### config.mk
export PLATFORM = sky130hd
export DESIGN_NAME = truth_table_sweeper
export DESIGN_NICKNAME = d
export VERILOG_FILES = /design/src/rtl/truth_table_sweeper.sv
export SDC_FILE = /design/constraint.sdc
export NUM_CORES = 1
export LEC_CHECK = 0
export CORE_MARGIN = 4
export CORE_UTILIZATION = 35
export DETAILED_ROUTE_END_ITERATION = 8
export PLACE_DENSITY = 0.74
export SETUP_SLACK_MARGIN = 0.05
export SLEW_MARGIN = 20
export SYNTH_ARGS = -nofsm -noshare
export SYNTH_HDL_FRONTEND = slang
export SYNTH_SLANG_ARGS = --single-unit
### constraint.sdc
create_clock -name clk -period 1.8 [get_ports clk]
set_clock_uncertainty 0.05 [all_clocks]
set_input_delay 0.36 -clock clk [delete_from_list [all_inputs] [get_ports clk]]
set_output_delay 0.36 -clock clk [all_outputs]
set_load 0.02 [all_outputs]
### src/rtl/truth_table_sweeper.sv
// Exhaustive stimulus engine: sweeps every N_IN-bit vector into a combinational DUT,
// compares its response against a golden model and builds a mismatch summary and signature.
module truth_table_sweeper #(
   parameter int N_IN   = 4,
   parameter int N_OUT  = 1,
   parameter int SETTLE = 1,
   parameter int SIG_W  = 16
) (
   input  logic              clk,
   input  logic              rst,
   input  logic              start,
   input  logic              abort,
   output logic [N_IN-1:0]   stim,
   input  logic [N_OUT-1:0]  resp,
   input  logic [N_OUT-1:0]  exp,
   output logic              busy,
   output logic              done,
   output logic [N_IN:0]     err_cnt,
   output logic              fail_valid,
   output logic [N_IN-1:0]   first_fail,
   output logic [SIG_W-1:0]  signature
);

   localparam int CNT_W = (SETTLE > 1) ? $clog2(SETTLE) : 1;

   typedef enum logic [1:0] {IDLE, APPLY, SAMPLE, DONE} state_t;

   state_t           state, state_next;
   logic [CNT_W-1:0] cnt;
   logic             settled;
   logic             last_vec;
   logic             mismatch;

   assign settled  = (cnt == CNT_W'(SETTLE - 1));
   assign last_vec = (stim == {N_IN{1'b1}});
   assign mismatch = (resp != exp);
   assign busy     = (state == APPLY) || (state == SAMPLE);
   assign done     = (state == DONE);

   always_ff @(posedge clk or posedge rst) begin
      if (rst) state <= IDLE;
      else     state <= state_next;
   end

   // abort outranks both the settle exit and the final-vector completion
   always_comb begin
      state_next = state;
      case (state)
         IDLE:    if (start) state_next = APPLY;
         APPLY:   if (abort) state_next = IDLE;
                  else if (settled) state_next = SAMPLE;
         SAMPLE:  if (abort) state_next = IDLE;
                  else if (last_vec) state_next = DONE;
                  else state_next = APPLY;
         DONE:    state_next = IDLE;
         default: state_next = IDLE;
      endcase
   end

   always_ff @(posedge clk or posedge rst) begin
      if (rst) begin
         stim       <= '0;
         cnt        <= '0;
         err_cnt    <= '0;
         fail_valid <= 1'b0;
         first_fail <= '0;
         signature  <= '0;
      end else begin
         case (state)
            IDLE: if (start) begin
               stim       <= '0;
               cnt        <= '0;
               err_cnt    <= '0;
               fail_valid <= 1'b0;
               first_fail <= '0;
               signature  <= '0;
            end
            APPLY: begin
               if (abort)         stim <= '0;
               else if (!settled) cnt  <= cnt + CNT_W'(1);
            end
            SAMPLE: begin
               if (abort) begin
                  stim <= '0;
               end else begin
                  if (mismatch) begin
                     err_cnt <= err_cnt + (N_IN+1)'(1);
                     if (!fail_valid) begin
                        first_fail <= stim;
                        fail_valid <= 1'b1;
                     end
                  end
                  signature <= {signature[SIG_W-2:0], signature[SIG_W-1]} ^ SIG_W'(resp);
                  // the last vector wraps stim back to zero on its way to DONE
                  stim      <= stim + N_IN'(1);
                  cnt       <= '0;
               end
            end
            default: ;
         endcase
      end
   end

endmodule

==> summary.txt, run 1 <==
Core Rows - 23
Post-Layout Cell Count - 247
clock network fraction of total power - 0.263
min cycle time layout - 1.717 ns
starting density of the core - 0.3720
Synth-to-Final Area Change - 51.36%
I/O pin count - 38
Setup Crit Path Kind - register to register
clock root cell - clkbuf_8
Async SR Flop Fraction - 1.000
most common cell after layout, fill and taps aside - dfrtp_1
unrepaired setup endpoints after global routing - true
CTS tree - built
crit path cell chain - buf_4, ha_1, a211o_4, or4_1, nand3_1
DRC - 0
CTS H-Tree Depth - 2
Layout Nets - 208
Sw Share - 0.3391
Worst EP required - 1.97 ns
global-route usage over all layers - 0.1480
Die Y - 73.91 µm
Crit Path Max Fanout - 3
Hold/Removal Path Class - primary input to asynchronous set/reset pin
Synthesized Nets - 147
max incr delay on CP - 0.43 ns
HPWL Detailed - 2.792 mm
Max Slew Vio Count - 0
Post-Syn Area per Cell - 11.26 µm²
Worst-Margin Slew - 0.4248 ns
Worst R2R Start - state[1]
first-pass GRT wire length - 6.299 mm
maximum vdd drop - 0.001020 V
most frequent cells in the layout - dfrtp_1 (32), buf_4 (23), clkdlybuf4s50_1 (21)
Psw - 863.7 µW
clk slew on worst S/H paths - 0.07 ns
cell count after placement - 238
total grt overflow - 0
DR vias/cell - 5.340
dpl cell area - 2095 µm²
reg-to-reg slack, setup - 0.08 ns
CTS Buffer Depth - 2
core area - 4086 µm²
Max Cap Viol - 0
clk sink count - 32
# diodes - 0
DIE AREA - 5462 µm²
CP arrival - 1.88 ns
hold_buf cts - 0
Die X - 73.91 µm
status - finished, final reports clean
Cell Pwr Density - 1107 nW/µm²
leakage - 0.001200 µW
antenna violations before repair - 0
final WL - 3.810 mm
Int Power - 1683 µW
Sequential Power Share - 0.325
slowest CP cell - dfrtp_1
library cells used by synthesis - 36
Startpoint Class - register
Pre-Repair DR Iteration Count - 4
sequential element share of the synthesized area - 0.5267
via count - 1319
Worst Path Buf+Inv - 1
design area - 2301 µm²
family with the most delay on the worst path - simple AND/OR/NAND/NOR gates
final setup vio count - 0
worst-case reg-to-reg path depth - 5
Port Buf Inserts - 37
number of register bits inferred by synthesis - 32
Top FF cell, synth - dfrtp_1
YS warnings - 0
combinational share of power - 0.412
routed wire length per instance - 15.43 µm
routability cong. - 0.8035
number of synthesized flops with an enable pin - 0
total CTS buffers - 5
cell count after synthesis - 135
period utilization - 0.9536
largest net degree at the start of global routing - 33
share of layout cells above drive strength 1 - 0.2640
final hold vios - 0
drt first-iter violations - 57
fillers - 359
synthesized area - 1520 µm²
R2R Path End - stim[3]
Detail Route Antenna Nets - 0
Max Clk Rate - 582.6 MHz
worst skew pair latency - 0.28 ns
vias in the first global route - 1387
Max-slew headroom - 0.7154
crit path capture type - register
## cell families after synthesis
| kind of cell | synth area share |
|---|---|
| and+or+nand+nor | 0.1424 |
| muxes | 0.009051 |
| xor gates and xnor gates | 0.01152 |
| buffers and inverters | 0.03868 |
| DFF | 0.5268 |
| adders and majority gates | 0.04938 |
| AOI/OAI and AO/OA | 0.2222 |
## metal layers
layer / track usage / share of wire / up-vias / routed length [µm]
li1: - / - / 623 / -
met1: 0.1832 / 0.42 / 657 / 1594
met2: 0.2520 / 0.51 / 33 / 1951
met3: 0.04104 / 0.057 / 6 / 218
met4: 0.04225 / 0.012 / 0 / 46
met5: 0 / 0 / - / 0
## cell type report
type,count,area (µm²),area share
clock buffers,5,68.82,0.02991
clock inverters,3,42.54,0.01849
inverters,4,15.01,0.006525
multi-input cells,92,745.7,0.3241
flip-flops and latches,32,800.8,0.3480
well taps,50,62.56,0.02719
repair buffers,61,565.5,0.2458
## timing repair
item,in CTS,in global routing
setup endpoints to repair,30,33
pin swaps,1,0
gates resized for setup,17,22
buffers inserted,0,1
## state kept, by name, indices dropped and copies added (netlist names)
register	flops
state	2
first_fail	4
fail_valid	1
err_cnt	5
stim	4
signature	16
## synthesized netlist by cell type (2+ instances only)
cell / count / area, µm²
a21o_1: 2 / 15.01
nand3_1: 8 / 40.04
nor2_1: 3 / 11.26
nand2b_1: 3 / 18.77
a31oi_1: 3 / 18.77
nor3_1: 3 / 15.01
o21ai_0: 8 / 40.04
dfrtp_1: 32 / 800.8
a22o_1: 16 / 140.1
inv_1: 4 / 15.01
o311ai_2: 2 / 32.53
buf_6: 2 / 22.52
clkbuf_1: 3 / 11.26
ha_1: 6 / 75.07
nand4_1: 2 / 12.51
nand2_1: 15 / 56.30
buf_2: 2 / 10.01
a41oi_1: 3 / 26.28
## metrics by stage
step,util,setup WS (ns),total power [µW],TNS (ns),hold WS (ns)
finish,0.5631,0.08343,2547,0,0.4111
floorplan,-,0.03751,1403,0,0.4028
CTS,0.5456,0.01626,2478,0,0.4213
global route,0.5631,0.03317,2699,0,0.4545
detailed placement,0.5126,-0.3938,1798,-7.565,0.4329
global placement,0.5126,-0.2953,1759,-5.920,0.4326
## worst max path at each step
stage                    end  slack (ns)  cells past startpoint  startpoint
2_1_floorplan        stim[3]        0.04                      7    state[0]
3_3_place_gp   signature[10]       -0.30                      4       abort
3_5_place_dp      err_cnt[3]       -0.39                      6       abort
4_1_cts                 busy        0.02                      3    state[1]
5_1_grt           err_cnt[4]        0.03                      7    state[1]
6_report             stim[3]        0.08                      5    state[1]
## power by group through the flow
stage	sequential (µW)	combinational (µW)	clock [µW]
after CTS	819	967	692
after global placement	831	928	0
after global routing	838	1140	721
final	829	1050	669
after detailed placement	833	965	0
after floorplan	866	536	0
## worst reg2reg max path, stage by stage, from the launching register on
cell,delay (ns)
dfrtp_1,0.43
buf_4,0.16
ha_1,0.21
a211o_4,0.31
or4_1,0.40
nand3_1,0.09
(Power assumes the default switching activity.)
==> run 2, diff against run 1 <==
--- a/config.mk
+++ b/config.mk
@@ -5,8 +5,9 @@
 export SDC_FILE = /design/constraint.sdc
 export NUM_CORES = 1
 export LEC_CHECK = 0
-export CORE_MARGIN = 4
+export CORE_MARGIN = 2
 export CORE_UTILIZATION = 35
+export CTS_CLUSTER_SIZE = 20
 export DETAILED_ROUTE_END_ITERATION = 8
 export PLACE_DENSITY = 0.74
 export SETUP_SLACK_MARGIN = 0.05
==> run 2 against run 1 <==
Wire length is 2.7% lower. Die area is 11% lower. Worst hold slack hardly changed. Setup slack worse by 0.025 ns. Total power is 2.9% lower. Register-to-register slack worse by 0.02 ns. First-iteration DRC count is 3.5% lower.
==> summary.txt, run 2 (same netlist as run 1, synthesis figures left out) <==
most frequent cells in the layout - dfrtp_1 (32), buf_4 (20), clkdlybuf4s50_1 (19)
clk sink count - 32 (unchanged)
Max Clk Rate - 574.2 MHz (-1.4%)
crit path capture type - register
Pre-Repair DR Iteration Count - 4 (unchanged)
Die X - 69.91 µm (-5.4%)
post-place setup slack - -0.4105 ns (-0.01667 ns)
share of layout cells above drive strength 1 - 0.2320 (-0.03200)
worst setup margin - 0.05857 ns (-0.02486 ns)
routed length on met1 - 1.616 mm (+1.4%)
period utilization - 0.9675 (+0.01381)
clock root cell - clkbuf_8
largest net degree at the start of global routing - 33 (unchanged)
unrepaired setup endpoints after global routing - true
worst skew pair latency - 0.29 ns (about the same)
antenna violations before repair - 0 (unchanged)
DRC - 0 (unchanged)
critical path startpoint - start
core area - 4086 µm² (unchanged)
final WL - 3.709 mm (-2.7%)
Worst EP required - 1.98 ns (about the same)
dpl cell area - 2059 µm² (-1.7%)
register bank with the most flops - signature
maximum vdd drop - 0.0007387 V (-28%)
final hold vios - 0 (unchanged)
starting density of the core - 0.3720 (unchanged)
Hold/Removal Path Class - primary input to asynchronous set/reset pin
Top Layer Used - met4
Max Slew Vio Count - 0 (unchanged)
Worst R2R Start - state[1]
Port Buf Inserts - 37 (unchanged)
worst setup path endpoint - stim[3]
final setup vio count - 0 (unchanged)
status - finished, final reports clean
DIE AREA - 4887 µm² (-11%)
worst-case reg-to-reg path depth - 7 (+2)
Post-Layout Cell Count - 244 (-1.2%)
Startpoint Class - primary input
CTS tree - built
Die Y - 69.91 µm (-5.4%)
clk slew on worst S/H paths - 0.06 ns (about the same)
I/O pin count - 38 (unchanged)
vias in the first global route - 1290 (-7.0%)
total grt overflow - 0 (unchanged)
CTS H-Tree Depth - 2 (unchanged)
# diodes - 0 (unchanged)
Max-slew headroom - 0.5886 (-0.1268)
routed wire length per instance - 15.20 µm (-1.5%)
global-route usage over all layers - 0.1625 (+0.01448)
drt first-iter violations - 55 (-3.5%)
wire length on met2 - 1.842 mm (-5.6%)
Cell Pwr Density - 1109 nW/µm² (+0.22%)
Layout Nets - 205 (-1.4%)
HPWL Detailed - 2.689 mm (-3.7%)
min cycle time layout - 1.741 ns (+0.02486 ns)
DR vias/cell - 5.254 (-1.6%)
final core utilization - 0.5453 (-0.01776)
R2R Path End - stim[3]
Synth-to-Final Area Change - 46.58%
Setup Crit Path Kind - primary input to register
top flop regs - signature: 16 flops, err_cnt: 5 flops
DR WL met3 - 191 µm (-12%)
Crit Path Max Fanout - 5 (+2)
routability cong. - 0.8547 (+6.4%)
Core Rows - 23 (unchanged)
total CTS buffers - 5 (unchanged)
leakage - 0.001176 µW (-2.0%)
design area - 2228 µm² (-3.2%)
CTS Buffer Depth - 2 (unchanged)
reg-to-reg slack, setup - 0.06 ns (-0.02 ns)
Max Cap Viol - 0 (unchanged)
CP arrival - 1.92 ns (+0.04 ns)
cell count after placement - 235 (-1.3%)
Detail Route Antenna Nets - 0 (unchanged)
most common cell after layout, fill and taps aside - dfrtp_1
max reg flops - 16 (unchanged)
Power Total - 2472 µW (-2.9%)
first-pass GRT wire length - 6.223 mm (-1.2%)
Worst-Margin Slew - 0.6165 ns (+0.1917 ns)
via count - 1282 (-2.8%)
==> run 2: changes by cell type in the layout (fill, tap and decap cells not counted), sizes merged <==
cell	delta
clkdlybuf4s15	+1
buf	-3
clkinvlp	-1
dlymetal6s2s	-1
clkdlybuf4s50	-2
dlygate4sd2	+3
==> run 2: final cells by class <==
cell class / count / area [µm²]
clock buffers: 6 / 72.57
flip-flops and latches: 32 / 800.8
multi-input cells: 92 / 709.4
clock inverters: 2 / 35.03
fillers: 366 / 1858
inverters: 4 / 15.01
repair buffers: 58 / 533.0
well taps: 50 / 62.56
==> run 2: worst max-delay path: stages <==
cell and delay (ns):
clkdlybuf4s50_1 0.61, nor2b_4 0.09, buf_6 0.12, a211o_4 0.25, or4_1 0.40, nand3_1 0.08
==> run 2: power breakdown <==
part	total (µW)	switching, µW	internal, µW
Combinational	972	517	455
Clock	671	261	410
Sequential	829	60.4	769
Total	2470	838	1630
==> run 2: layer usage <==
metal | track usage | vias to the layer above
met2 | 0.2720 | 36
met3 | 0.05483 | 5
met4 | 0.05769 | 0
li1 | - | 614
met5 | 0 | -
met1 | 0.1948 | 627
==> run 2: timing repair <==
item	in CTS	in global routing
buffers inserted	0	1
hold buffers	0	0
endpoints found under the setup margin	33	34
pin swaps	1	0
gates resized for setup	22	15
==> run 2: through the flow <==
step,setup TNS [ns],hold slack (ns)
after CTS,0,0.4255
after global placement,-6.680,0.4292
final,0,0.4108
after floorplan,0,0.4028
after global routing,0,0.4611
after detailed placement,-8.867,0.4542
==> run 2: how the worst min path moves through the flow <==
stage / slack (ns) / endpoint / cells after the start
final: 0.41 / signature[5] / 3
after global routing: 0.46 / stim[2] / 3
after CTS: 0.43 / first_fail[1] / 3
after detailed placement: 0.45 / err_cnt[4] / 1
after global placement: 0.43 / err_cnt[4] / 1
after floorplan: 0.40 / state[1] / 1
